--- config.mk ---
export PLATFORM = sky130hd
export DESIGN_NAME = multicycle_sequencer
export DESIGN_NICKNAME = d
export VERILOG_FILES = /design/src/rtl/cpu_pkg.sv /design/src/rtl/bus_watchdog.sv /design/src/rtl/multicycle_sequencer.sv
export SDC_FILE = /design/constraint.sdc
export NUM_CORES = 1
export LEC_CHECK = 0
export ABC_CLOCK_PERIOD_IN_PS = 1900
export CAP_MARGIN = 15
export CORE_ASPECT_RATIO = 0.6
export CORE_MARGIN = 1
export CORE_UTILIZATION = 35
export DETAILED_ROUTE_END_ITERATION = 6
export PLACE_DENSITY = 0.72
export SYNTH_ARGS = -nofsm -noshare
export SYNTH_HDL_FRONTEND = slang
export SYNTH_SLANG_ARGS = --single-unit
--- constraint.sdc ---
create_clock -name clk -period 1.9 [get_ports clk]
set_input_delay 0.285 -clock clk [delete_from_list [all_inputs] [get_ports clk]]
set_output_delay 0.285 -clock clk [all_outputs]
set_load 0.02 [all_outputs]
--- src/rtl/cpu_pkg.sv ---
// cpu_pkg: shared types and constants for the multicycle sequencer
package cpu_pkg;
  typedef enum logic [2:0] {IDLE, FETCH, DECODE, EXEC, MEM, WB, HALT, ERROR} seq_state_t;
  typedef enum logic [1:0] {ERR_NONE = 2'b00, ERR_ILLEGAL = 2'b01, ERR_TIMEOUT = 2'b10} seq_err_t;
  localparam int SEQ_TIMEOUT = 16;
endpackage

--- src/rtl/bus_watchdog.sv ---
// bus_watchdog: counts unacknowledged bus wait cycles and flags expiry
module bus_watchdog #(
  parameter int TIMEOUT = cpu_pkg::SEQ_TIMEOUT
) (
  input  logic clk,
  input  logic nrst,
  input  logic clr,
  input  logic en,
  output logic expire
);
  localparam int CW = TIMEOUT > 1 ? $clog2(TIMEOUT) : 1;
  logic [CW-1:0] cnt;
  always_ff @(posedge clk or negedge nrst)
    if (!nrst) cnt <= '0;
    else if (clr) cnt <= '0;
    else if (en) cnt <= cnt + 1'b1;
  // expiry is combinational so the FSM can leave on the same cycle the limit is hit
  assign expire = (TIMEOUT != 0) && en && (cnt == CW'(TIMEOUT - 1));
endmodule

--- src/rtl/multicycle_sequencer.sv ---
// multicycle_sequencer: fetch/decode/exec/mem/wb controller sharing one req/ack memory bus
module multicycle_sequencer
  import cpu_pkg::*;
#(
  parameter int TIMEOUT = SEQ_TIMEOUT,
  parameter int CNT_W   = 32
) (
  input  logic             clk,
  input  logic             nrst,
  input  logic             run,
  input  logic             halt_req,
  input  logic             mem_read,
  input  logic             mem_write,
  input  logic             reg_write,
  input  logic             illegal,
  input  logic             bus_ack,
  output logic             bus_req,
  output logic             bus_we,
  output logic             addr_sel,
  output logic             ir_load,
  output logic             pc_load,
  output logic             reg_we,
  output logic [2:0]       state,
  output logic             error,
  output logic [1:0]       err_code,
  output logic [CNT_W-1:0] instret
);
  seq_state_t cur, nxt;
  seq_err_t   err_q;
  logic       mr_q, mw_q, rw_q;
  logic       bus_phase, expire;
  assign bus_phase = (cur == FETCH) || (cur == MEM);
  bus_watchdog #(.TIMEOUT(TIMEOUT)) u_wd (
    .clk    (clk),
    .nrst   (nrst),
    .clr    (!bus_phase || bus_ack),
    .en     (bus_phase && !bus_ack),
    .expire (expire)
  );
  always_ff @(posedge clk or negedge nrst)
    if (!nrst) cur <= IDLE;
    else cur <= nxt;
  always_comb begin
    nxt = cur;
    case (cur)
      IDLE:    nxt = run ? FETCH : IDLE;
      FETCH:   nxt = bus_ack ? DECODE : expire ? ERROR : FETCH;
      DECODE:  nxt = illegal ? ERROR : EXEC;
      EXEC:    nxt = (mr_q || mw_q) ? MEM : WB;
      MEM:     nxt = bus_ack ? WB : expire ? ERROR : MEM;
      WB:      nxt = halt_req ? HALT : FETCH;
      HALT:    nxt = (run && !halt_req) ? FETCH : HALT;
      default: nxt = ERROR;
    endcase
  end
  always_comb begin
    bus_req  = bus_phase;
    bus_we   = (cur == MEM) && mw_q;
    addr_sel = cur == MEM;
    ir_load  = (cur == FETCH) && bus_ack;
    pc_load  = cur == WB;
    reg_we   = (cur == WB) && rw_q;
    error    = cur == ERROR;
  end
  always_ff @(posedge clk or negedge nrst)
    if (!nrst) begin
      mr_q    <= 1'b0;
      mw_q    <= 1'b0;
      rw_q    <= 1'b0;
      err_q   <= ERR_NONE;
      instret <= '0;
    end else begin
      if (cur == DECODE && !illegal) begin
        mr_q <= mem_read;
        mw_q <= mem_write;
        rw_q <= reg_write;
      end
      if (cur == DECODE && illegal) err_q <= ERR_ILLEGAL;
      if (bus_phase && expire) err_q <= ERR_TIMEOUT;
      if (cur == WB) instret <= instret + 1'b1;
    end
  assign state    = cur;
  assign err_code = err_q;
endmodule
==> impl_metrics.toml <==
[final_layout]
syn2layout_area_growth_pct = 40.8
nets = 289
final_cell_area_um2 = 3130
final_cells = 363
drive_gt1_share_pct = 22.2
antenna_cells = 0
final_core_util_pct = 51.1
fill_cells = 536

[setup_path]
worstPathRequired_ps = 2110
worstSetupPathType = "reg -> reg"
end_kind = "flop"
startpoint = "state[0]"
r2r_cells = 6
r2r-start = "state[0]"
r2r_setup_slack_ps = 80
arrival_ps = 2030
worst-path-max-fanout = 9
worstReg2RegEnd = "instret[24]"
start_kind = "flop"

[route]
drt_iter0_markers = 76
wirelength_um = 5140
ant_nets = 0
via_per_inst = 4.76
drc = 0
via_count = 1727
wl_per_cell_um = 14.2
drt_pre_antenna_iters = 4

[synthesis]
yosysSeqAreaShare_pct = 49.6
syn_area_um2 = 2220
yosysUniqueCellTypes = 41
ys.flop_type = "dfrtp_1"
synth-async-reset-ratio_pct = 100
syn_avg_cell_area_um2 = 11.0
syn_inst = 201
synth-seq-cells = 44
yosys_warnings = 0
synth_edf_count = 0
syn-num-nets = 212

[cts]
cts_buffer_depth = 2
clock_latency_ps = 290
cts_tree = "done"
cts_max_level = 2
root_buffer = "clkbuf_8"
clkSlewWorstSetupHoldPaths_ps = 80
clock-sinks = 44
cts_made_buffers = 5

[grt]
antenna_found_initial = 0
grt.met3_usage_pct = 4.04
grt.overflow.total = 0
grt_pass1_vias = 1729
track_usage_pct = 16.4
grt-busiest-layer = "met1"
grt_max_degree = 24
use_met1_pct = 23.8
grt_use_met2_pct = 23.8
grt_first_pass_wirelength_um = 8570

[hold_path]
worstHoldStart = "u_wd.cnt[0]"
hold_path_end = "u_wd.cnt[0]"
hold_path_depth = 1
min_path_type = "reg -> reg"

[timing]
maxSlewHeadroom_pct = 63.4
max_freq_mhz = 549
finalClockSkew_ps = 10.6
holdWs_ps = 466
rsz0062_at_grt = "yes"
setup_viol = 0
period_minus_slack_ps = 1820
hold_viol_final = 0
finalMaxSlewViolations = 0
period_share_pct = 95.9
worstMarginPinSlew_ps = 550

[die]
start_util_pct = 36.3
fp.dieW_um = 105
chipHeight_um = 63.7
fp.coreArea_um2 = 6110
dieArea_um2 = 6670
num_rows = 22
io_pins = 53

[status]
status = "complete, no violations"

[place]
dp.cells = 348
dp_hpwl_um = 3780
portBuffers = 52
place_area_um2 = 2970
gp_congestion = 0.816

[job]
cap_violations = 0

[power_and_ir_drop]
leakage_uw = 0.00146
p_per_area_nw_per_um2 = 1080
vdd_drop_max_mv = 0.584
## final cells by class
type                       instances  area [um2]  share of cell area, %
sequential                        44        1100                   35.3
clock buffer                       7        86.3                   2.76
clock inverter                     1        7.51                  0.240
multi-input combinational        140        1070                   34.1
timing repair buffer              80         729                   23.3
inverter                           7        26.3                  0.841
tap                               84         105                   3.36
## worst max-delay path by stage
stage                              to  cells past startpoint
after floorplan           instret[31]                      6
after global placement         bus_we                      3
after detailed placement  instret[20]                      5
after CTS                 instret[31]                      6
after global routing      instret[24]                      6
final                     instret[24]                      6
## metal layers
metal,wire length (um),up-vias
met4,65,0
met3,213,7
met5,0,-
met2,2180,36
met1,2680,838
li1,-,846
## cells in the mapped netlist (2+ instances only)
cell      count  area, um2
a211oi_1      3       22.5
a221o_1       2       20.0
and2_1        3       18.8
and3_1        5       31.3
and3b_1       2       17.5
and4_1        3       26.3
buf_1         2       7.51
buf_2         3       15.0
clkbuf_1      4       15.0
dfrtp_1      44       1100
ha_1          2       25.0
inv_1         7       26.3
mux2_2        4       45.0
nand2_1      13       48.8
nand3_1       8       40.0
nand4_1       5       31.3
nor2_1       15       56.3
nor2b_1       2       12.5
nor3_1        4       20.0
nor3_2       10        100
nor4_1        2       12.5
o21ai_0       6       30.0
xnor2_1      15        131
xor2_1       20        175
## stage by stage
stage / total power, uW / worst slack, ps / TNS (ps)
final: 3380 / 78.5 / 0
after global placement: 2650 / 79.2 / 0
after floorplan: 2000 / 31.0 / 0
after detailed placement: 2670 / -18.5 / -35.6
after global routing: 3570 / -14.5 / -14.5
after CTS: 3350 / 1.06 / 0
## layout by cell type, fill, tap and decap left out, types with 2 or more instances in the layout
cell,Yosys,final
clkdlybuf4s50_1,0,44
dfrtp_1,44,41
buf_4,0,26
xor2_1,20,20
nor2_1,15,15
xnor2_1,15,14
nand2_1,13,13
nor3_2,10,9
nand3_1,8,8
inv_1,7,7
o21ai_0,6,6
clkbuf_8,0,6
and3_1,5,5
nand4_1,5,5
dlygate4sd2_1,0,5
nor3_1,4,4
mux2_2,4,4
a211oi_1,3,3
and2_1,3,3
and4_1,3,3
dfrtp_2,0,3
nor3b_2,1,2
nor2b_1,2,2
nor4_1,2,2
a221o_1,2,2
and3b_1,2,2
or4_4,1,2
ha_1,2,2
## worst max-delay path: stages, from the launching register on
cell and delay, ps:
dfrtp_2 440, buf_4 130, buf_4 100, nand4b_4 120, or4_4 550, nor3_2 210, xor2_1 180
## cell families after synthesis
logic type / count (synthesis) / synth area share (%)
AOI/OAI and AO/OA: 15 / 4.57
xor gates and xnor gates: 35 / 13.8
adders and majority gates: 2 / 1.13
buffers and inverters: 17 / 3.38
DFF: 44 / 49.6
muxes: 4 / 2.03
and+or+nand+nor: 84 / 25.5
## state kept, by name, summed over array words and instances (netlist names)
name,cells
err_code,2
instret,32
mr_q,1
mw_q,1
rw_q,1
state,3
u_wd.cnt,4
## where the power goes
part / switching, uW / total [uW] / internal, uW
registers: 164 / 1250 / 1090
logic: 732 / 1510 / 782
clock network: 318 / 613 / 296
total: 1210 / 3380 / 2160
## timing repair
| action | in CTS | in global routing |
|---|---|---|
| pin swaps | 2 | 3 |
| hold buffers | 1 | 0 |
| gates resized for setup | 13 | 5 |
| setup buffers | 7 | 0 |
| endpoints found under the hold margin | 22 | 0 |
| endpoints found under the setup margin | 16 | 11 |
No activity file was read; power rests on OpenSTA's default activity.
